==> src/rtl/maze_game_core.sv <==
// Room-grid maze game core: one-hot N/S/E/W moves, pits with lives and respawn, a move budget and a goal room.
// Optional build macro MAZE_GAME_WRAP_EN makes the grid edges wrap toroidally; by default, moves off the grid are blocked.
//
// state | meaning
// ------+---------------------------------------------
// PLAY  | accepting moves
// WIN   | goal reached; terminal until reset, win=1
// DEAD  | lives or move budget exhausted; terminal, d=1
module maze_game_core #(
    parameter int GRID_W    = 4,
    parameter int GRID_H    = 4,
    parameter int START_X   = 0,
    parameter int START_Y   = 0,
    parameter int GOAL_X    = 3,
    parameter int GOAL_Y    = 3,
    parameter logic [GRID_W*GRID_H-1:0] PIT_MAP = 16'h0420,
    parameter int LIVES     = 3,
    parameter int MAX_MOVES = 32
) (
    input  logic                           clk,
    input  logic                           reset_n,
    input  logic                           n,
    input  logic                           s,
    input  logic                           e,
    input  logic                           w,
    output logic [$clog2(GRID_W)-1:0]      pos_x,
    output logic [$clog2(GRID_H)-1:0]      pos_y,
    output logic [$clog2(LIVES+1)-1:0]     lives,
    output logic [$clog2(MAX_MOVES+1)-1:0] move_cnt,
    output logic                           hit,
    output logic                           d,
    output logic                           win
);

    localparam int XW    = $clog2(GRID_W);
    localparam int YW    = $clog2(GRID_H);
    localparam int LW    = $clog2(LIVES + 1);
    localparam int MW    = $clog2(MAX_MOVES + 1);
    localparam int CELLS = GRID_W * GRID_H;
    localparam int CW    = $clog2(CELLS);

`ifdef MAZE_GAME_WRAP_EN
    localparam bit WRAP = 1'b1;
`else
    localparam bit WRAP = 1'b0;
`endif

    localparam logic [XW-1:0] START_XV = XW'(START_X);
    localparam logic [YW-1:0] START_YV = YW'(START_Y);
    localparam logic [XW-1:0] GOAL_XV  = XW'(GOAL_X);
    localparam logic [YW-1:0] GOAL_YV  = YW'(GOAL_Y);
    localparam logic [XW-1:0] X_MAX    = XW'(GRID_W - 1);
    localparam logic [YW-1:0] Y_MAX    = YW'(GRID_H - 1);
    localparam logic [LW-1:0] LIVES_V  = LW'(LIVES);
    localparam logic [MW-1:0] BUDGET   = MW'(MAX_MOVES);

    localparam logic [CELLS-1:0] PIT_BITS   = PIT_MAP;
    localparam bit GOAL_IS_PIT  = |(PIT_BITS & (CELLS'(1) << (GOAL_Y * GRID_W + GOAL_X)));
    localparam bit START_IS_PIT = |(PIT_BITS & (CELLS'(1) << (START_Y * GRID_W + START_X)));

    // Illegal maps are rejected at elaboration rather than producing an unwinnable or instantly-won game.
    if (GOAL_IS_PIT) begin : g_chk_goal_pit
        $error("maze_game_core: goal cell is marked as a pit");
    end
    if (START_IS_PIT) begin : g_chk_start_pit
        $error("maze_game_core: start cell is marked as a pit");
    end
    if (START_X == GOAL_X && START_Y == GOAL_Y) begin : g_chk_start_goal
        $error("maze_game_core: start cell equals goal cell");
    end

    typedef enum logic [1:0] {
        PLAY = 2'd0,
        WIN  = 2'd1,
        DEAD = 2'd2
    } state_t;

    state_t          state_q;
    state_t          state_nxt;
    logic            move_ok;
    logic [XW-1:0]   tgt_x;
    logic [YW-1:0]   tgt_y;
    logic [CW-1:0]   cell_idx;
    logic            tgt_goal;
    logic            tgt_pit;
    logic [XW-1:0]   x_nxt;
    logic [YW-1:0]   y_nxt;
    logic [LW-1:0]   lives_nxt;
    logic [MW-1:0]   mc_nxt;
    logic            hit_nxt;

    always_ff @(posedge clk or negedge reset_n) begin
        if (!reset_n) begin
            state_q <= PLAY;
        end else begin
            state_q <= state_nxt;
        end
    end

    // Target cell of the requested move; blocked edges keep the current cell.
    always_comb begin
        move_ok = 1'b0;
        tgt_x   = pos_x;
        tgt_y   = pos_y;
        if (state_q == PLAY) begin
            case ({n, s, e, w})
                4'b1000: begin
                    move_ok = 1'b1;
                    if (pos_y == '0) tgt_y = WRAP ? Y_MAX : pos_y;
                    else             tgt_y = pos_y - YW'(1);
                end
                4'b0100: begin
                    move_ok = 1'b1;
                    if (pos_y == Y_MAX) tgt_y = WRAP ? '0 : pos_y;
                    else                tgt_y = pos_y + YW'(1);
                end
                4'b0010: begin
                    move_ok = 1'b1;
                    if (pos_x == X_MAX) tgt_x = WRAP ? '0 : pos_x;
                    else                tgt_x = pos_x + XW'(1);
                end
                4'b0001: begin
                    move_ok = 1'b1;
                    if (pos_x == '0) tgt_x = WRAP ? X_MAX : pos_x;
                    else             tgt_x = pos_x - XW'(1);
                end
                default: move_ok = 1'b0;
            endcase
        end
    end

    assign cell_idx = CW'(int'(tgt_y) * GRID_W + int'(tgt_x));
    assign tgt_goal = (tgt_x == GOAL_XV) && (tgt_y == GOAL_YV);
    assign tgt_pit  = PIT_BITS[cell_idx];

    // Goal outranks pit; the budget check runs last so a win on the final move still wins.
    always_comb begin
        state_nxt = state_q;
        x_nxt     = pos_x;
        y_nxt     = pos_y;
        lives_nxt = lives;
        mc_nxt    = move_cnt;
        hit_nxt   = 1'b0;
        if (move_ok) begin
            mc_nxt = move_cnt + MW'(1);
            if (tgt_goal) begin
                x_nxt     = tgt_x;
                y_nxt     = tgt_y;
                state_nxt = WIN;
            end else if (tgt_pit) begin
                hit_nxt   = 1'b1;
                lives_nxt = lives - LW'(1);
                x_nxt     = START_XV;
                y_nxt     = START_YV;
                if (lives == LW'(1)) state_nxt = DEAD;
            end else begin
                x_nxt = tgt_x;
                y_nxt = tgt_y;
            end
            if (mc_nxt == BUDGET && state_nxt != WIN) state_nxt = DEAD;
        end
    end

    always_ff @(posedge clk or negedge reset_n) begin
        if (!reset_n) begin
            pos_x    <= START_XV;
            pos_y    <= START_YV;
            lives    <= LIVES_V;
            move_cnt <= '0;
            hit      <= 1'b0;
            d        <= 1'b0;
            win      <= 1'b0;
        end else begin
            pos_x    <= x_nxt;
            pos_y    <= y_nxt;
            lives    <= lives_nxt;
            move_cnt <= mc_nxt;
            hit      <= hit_nxt;
            d        <= (state_nxt == DEAD);
            win      <= (state_nxt == WIN);
        end
    end

endmodule

==> config.mk <==
export PLATFORM = sky130hd
export DESIGN_NAME = maze_game_core
export DESIGN_NICKNAME = d
export VERILOG_FILES = /design/src/rtl/maze_game_core.sv
export SDC_FILE = /design/constraint.sdc
export NUM_CORES = 1
export LEC_CHECK = 0
export CELL_PAD_IN_SITES_DETAIL_PLACEMENT = 2
export CELL_PAD_IN_SITES_GLOBAL_PLACEMENT = 2
export CORE_MARGIN = 1
export CORE_UTILIZATION = 33
export CTS_CLUSTER_SIZE = 30
export DETAILED_ROUTE_END_ITERATION = 12
export PLACE_DENSITY_LB_ADDON = 0.1
export SYNTH_ARGS = -nofsm -noshare
export SYNTH_HDL_FRONTEND = slang
export SYNTH_SLANG_ARGS = --single-unit
export TNS_END_PERCENT = 100
==> constraint.sdc <==
create_clock -name clk -period 4.29 [get_ports clk]
set_input_delay 0.858 -clock clk [delete_from_list [all_inputs] [get_ports clk]]
set_output_delay 0.858 -clock clk [all_outputs]
set_load 0.02 [all_outputs]
==> results of run 1 <==
## cell usage in the layout, fill, tap and decap left out, types with 2 or more instances in the layout
master	instances
nand3_1	6
o21ai_1	2
xnor2_1	3
o21ai_0	2
clkbuf_4	3
ha_1	2
nor3_1	3
and2_1	3
nor2_1	7
nor3b_1	3
clkdlybuf4s50_1	20
xor2_1	4
nand4_1	2
nand2_1	10
a21oi_1	2
inv_1	6
mux2_4	2
a2bb2oi_1	2
dfstp_2	2
dfrtp_1	15
nor4b_1	2
## cell families after synthesis
kind of cell	Yosys count	share of synthesized area, %
muxes	3	4.05
adders and majority gates	2	2.45
AOI/OAI and AO/OA	20	17.1
and+or+nand+nor	43	23.2
buffers and inverters	10	5.27
xor gates and xnor gates	7	6.01
DFF	17	42.0
## per-stage QoR
stage	area [um2]	util [%]	instances
2_1_floorplan	1020	-	102
3_3_place_gp	1230	43.3	150
3_5_place_dp	1230	43.3	150
4_1_cts	1260	44.2	154
5_1_grt	1260	44.2	154
6_report	1260	44.2	154
## cell type report
class	count	area (um2)	area share, %
Clock buffer	4	26.3	2.08
Timing Repair Buffer	21	208	16.5
Sequential cell	17	428	33.9
Inverter	6	22.5	1.79
Multi-Input combinational cell	75	538	42.7
Tap cell	31	38.8	3.08
## sequential cells by signal (all words and copies together) (netlist names)
signal    flops
move_cnt      6
lives         2
pos_x         2
pos_y         2
state_q       2
d             1
hit           1
win           1
## power groups by stage
stage / sequential, mW / clock (mW) / combinational [mW]
3_3_place_gp: 0.169 / 0 / 0.0339
2_1_floorplan: 0.171 / 0 / 0.0157
5_1_grt: 0.167 / 0.0977 / 0.0387
6_report: 0.166 / 0.0877 / 0.0351
3_5_place_dp: 0.169 / 0 / 0.0355
4_1_cts: 0.166 / 0.0928 / 0.0358
## worst paths after layout
| path | to | cells after the start |
|---|---|---|
| worst max-delay path | lives[1] | 7 |
| worst min-delay path | move_cnt[5] | 1 |
| worst max register to register | lives[1] | 6 |
| worst min register to register | move_cnt[5] | 1 |
| max in group asynchronous | state_q[0] | 1 |
| min in group asynchronous | pos_x[1] | 1 |
## layer usage
metal | wire length (um) | part of all wire (%) | up-vias | track usage (%)
li1 | - | - | 408 | -
met1 | 1190 | 46 | 412 | 23.2
met2 | 1270 | 49 | 19 | 31.6
met3 | 108 | 4.2 | 2 | 4.99
met4 | 9 | 0.35 | 0 | 4.18
met5 | 0 | 0 | - | 0
## synth_stat cells, types with 2 or more instances
master | count | area [um2]
a21oi_1 | 2 | 10.0
a2bb2oi_1 | 2 | 17.5
and2_1 | 3 | 18.8
buf_6 | 2 | 22.5
dfrtp_1 | 15 | 375
dfstp_2 | 2 | 52.6
ha_1 | 2 | 25.0
inv_1 | 6 | 22.5
mux2_4 | 2 | 30.0
nand2_1 | 10 | 37.5
nand3_1 | 6 | 30.0
nand4_1 | 2 | 12.5
nor2_1 | 7 | 26.3
nor3_1 | 3 | 15.0
nor3b_1 | 3 | 22.5
nor4b_1 | 2 | 17.5
o21ai_0 | 2 | 10.0
o21ai_1 | 2 | 10.0
xnor2_1 | 3 | 26.3
xor2_1 | 4 | 35.0
==> results.toml, run 1 <==
[timing]
fin_ws_ps = 1180
setup_viol = 0
max_freq_mhz = 322
rsz0062_at_grt = "no"
min_period_ps = 3110
max_slew.worst_pin.slew_ps = 761
finalSetupTns_ps = 0
skew_ps = 9.04
hold_slack_ps = 529
slew_headroom_pct = 49.1
hold_viol_final = 0
final-max-slew-violation-count = 0
min_period_over_period_pct = 72.5

[worst_setup_path]
regToRegSetupSlack_ps = 1930
crit_chain = "clkdlybuf4s50_1 -> nor4_2 -> nand3_1 -> a2bb2oi_1 -> nand3_1 -> a2bb2o_4 -> mux2_4"
timing.rr.start = "state_q[1]"
end_kind = "flip-flop"
worst-path-buf-inv = 1
slowest_stage = "clkdlybuf4s50_1"
crit_required_ps = 4530
critPathTopFamily = "simple AND/OR/NAND/NOR gates"
path_max_fanout = 8
max_stage_delay_ps = 570
critPathArrivalTime_ps = 3350
worst-setup-path-type = "input pin to flip-flop"
path_common_cell = "nand3_1"
start_kind = "input pin"
crit_start = "n"

[placement]
port_buffers = 20
pre_cts_ws_ps = 877
hpwl_mm = 1.85
place_congestion = 0.709

[grt]
first_global_vias = 915
grt_overflow = 0
antenna_found_initial = 0
track_usage_pct = 18.5
grt_max_degree = 18
grt_pass1_wl_mm = 4.60

[synth]
synth_cells = 102
syn_nets = 110
ys_warn_count = 0
ys_seq_area_share_pct = 42.0
synth_async_sr_flop_share_pct = 100
synthesis.area_um2 = 1020
synth_seq_cells = 17
synth_edf_count = 0
postSynthAreaPerCell_um2 = 10.0
synth-main-ff-cell = "dfrtp_1"
yosysUniqueCellTypes = 42

[power_and_ir_drop]
leakage_nw = 0.526
intPower_mw = 0.215
switching_share_pct = 25.7
ir_worst_vdd_v = 0.000123
power.share.clock_pct = 30.4
switchingPower_mw = 0.0743
combPwrFrac_pct = 12.2
finalPower_mw = 0.289
power.density_nw_per_um2 = 229
p_seq_share_pct = 57.5

[cts]
cts_num_sinks = 17
path_clk_slew_ps = 100
worstSkewPairLatency_ps = 300
holdBufCountCts = 0
tritoncts = "built"
cts_root_buffer = "clkbuf_4"
cts_resized = 0
post_cts.repair.setup_buffers = 0
cts_buffer_depth = 2
htreeDepth = 1
cts_made_buffers = 3

[cells_and_area]
antenna_cells = 0
fillerInstances = 321
fin_nets = 132
layout-area-overhead-vs-synth_pct = 23.7
post_route_cells_drive_above_1_share_pct = 14.6

[outcome]
outcome = "finished with violations"
violations = "DRC"

[detailed_routing]
wl_per_cell_um = 16.7
ant_nets = 0
wl_mm = 2.57
vias_per_cell = 5.46
drt_iter0_drc = 22
drtPass1Iterations = 10
drc_errors = 2
vias = 841

[floorplan]
die_area_um2 = 3320
start_util_pct = 35.7
die_w_um = 57.6
core_area_um2 = 2850
rows = 19
fp.dieH_um = 57.6
io_pins = 21

[hold_path]
hp-class = "flip-flop to flip-flop"
hold_start = "move_cnt[5]"

[flow_run]
maxCapViolCount = 0
(Power assumes the default switching activity.)
==> run 2, diff against run 1 <==
Settings changed: CORE_UTILIZATION 33 to 31.
Clock period 4.29 ns to 3.2 ns, I/O delays scaled along.
==> results.toml, run 2 (synthesis results as in run 1) <==
[outcome]
outcome = "completed"

[worst_setup_path]
start_kind = "input pin"
end_kind = "flip-flop"
critPathTopFamily = "multiplexers"
path_max_fanout = 5
crit_required_ps = 3440
critPathArrivalTime_ps = 3000
worst-path-buf-inv = 1
slowest_stage = "nor4_2"
worst-setup-path-type = "input pin to flip-flop"
max_stage_delay_ps = 550
crit_chain = "clkdlybuf4s50_1 -> nor4_2 -> mux2_2 -> a21oi_2 -> nand2_1 -> a2bb2o_4 -> mux2_4"

[cells_and_area]
layout-area-overhead-vs-synth_pct = 29.1
post_route_cells_drive_above_1_share_pct = 18.8
fin_nets = 137
layout.cells.non_filler = 172
largest_register = "move_cnt"
final_cell_mix = "clkdlybuf4s50_1 (20), dfrtp_1 (15), nand2_1 (10), nor2_1 (7)"
final_common_cell = "clkdlybuf4s50_1"
largest_reg_flops = 6
antenna_cells = 0
final_area_um2 = 1320
final_util_pct = 42.8

[detailed_routing]
drt_iter0_drc = 19
wl_per_cell_um = 14.8
wl_met2_mm = 1.21
vias_per_cell = 5.10
drtPass1Iterations = 3
drc_errors = 0
ant_nets = 0
wl_mm = 2.55
drt-met1-wl_mm = 1.25
topRoutingLayerUsed = "met4"
wl_met3_um = 66
vias = 877

[timing]
max_freq_mhz = 363
hold_slack_ps = 532
slew_headroom_pct = 48.5
setup_viol = 0
max_slew.worst_pin.slew_ps = 770
skew_ps = 6.41
hold_viol_final = 0
finalSetupTns_ps = 0
final-max-slew-violation-count = 0
min_period_over_period_pct = 86.2
rsz0062_at_grt = "no"
min_period_ps = 2760

[grt]
first_global_vias = 985
grt_pass1_wl_mm = 4.49
grt_max_degree = 18
grt_overflow = 0
track_usage_pct = 17.3
antenna_found_initial = 0

[placement]
placedCellCount = 168
dpl_cell_area_um2 = 1290
port_buffers = 20
place_congestion = 0.764
hpwl_mm = 1.95

[cts]
cts_buffer_depth = 2
post_cts.repair.setup_buffers = 0
cts_root_buffer = "clkbuf_4"
holdBufCountCts = 0
path_clk_slew_ps = 110
cts_made_buffers = 3
htreeDepth = 1
cts_num_sinks = 17
cts_resized = 0
tritoncts = "built"
worstSkewPairLatency_ps = 300

[floorplan]
start_util_pct = 33.1
die_area_um2 = 3520
rows = 20
die_w_um = 59.4
core_area_um2 = 3080
io_pins = 21
fp.dieH_um = 59.4

[flow_run]
maxCapViolCount = 0

[power_and_ir_drop]
ir_worst_vdd_v = 0.000225
leakage_nw = 0.554
power.density_nw_per_um2 = 298

[hold_path]
hp-class = "flip-flop to flip-flop"
-- run 2: cell count changes in the layout (fill, tap and decap cells not counted), sizes merged --
| cell | before | now |
|---|---|---|
| buf | 1 | 6 |
| clkbuf | 4 | 3 |
| clkinv | 0 | 1 |
-- run 2: final cells by class --
class | count | area [um2]
sequential | 17 | 428
inverter | 6 | 22.5
multi-input combinational | 75 | 538
tap | 44 | 55.1
clock buffer | 3 | 22.5
clock inverter | 1 | 5.00
fill | 339 | 1760
timing repair buffer | 26 | 245
-- run 2: power breakdown --
group | internal [mW] | leakage [nW] | total (mW) | switching [mW]
Clock | 0.0465 | 0.0177 | 0.119 | 0.0720
Sequential | 0.218 | 0.215 | 0.223 | 0.00432
Combinational | 0.0238 | 0.321 | 0.0506 | 0.0268
-- run 2: final timing paths --
| check | slack, ps | startpoint | cells past startpoint | endpoint |
|---|---|---|---|---|
| setup reg to reg | 800 | state_q[1] | 6 | lives[1] |
| hold reg to reg | 530 | move_cnt[4] | 1 | move_cnt[4] |
| hold / removal | 530 | move_cnt[4] | 1 | move_cnt[4] |
| min in group asynchronous | 780 | reset_n | 1 | pos_x[0] |
| max in group asynchronous | 1930 | reset_n | 1 | pos_y[1] |
| setup / recovery | 440 | n | 7 | lives[1] |
-- run 2: stage by stage --
step / setup slack (ps) / power (mW)
5_1_grt: 272 / 0.412
6_report: 441 / 0.392
3_5_place_dp: 101 / 0.278
4_1_cts: 411 / 0.400
3_3_place_gp: 131 / 0.276
2_1_floorplan: 566 / 0.251
-- run 2: routing by layer --
layer  global-route usage (%)  vias up
li1                         -      417
met5                        0        -
met1                     22.5      444
met3                     3.49        2
met4                     7.14        0
met2                     27.8       14
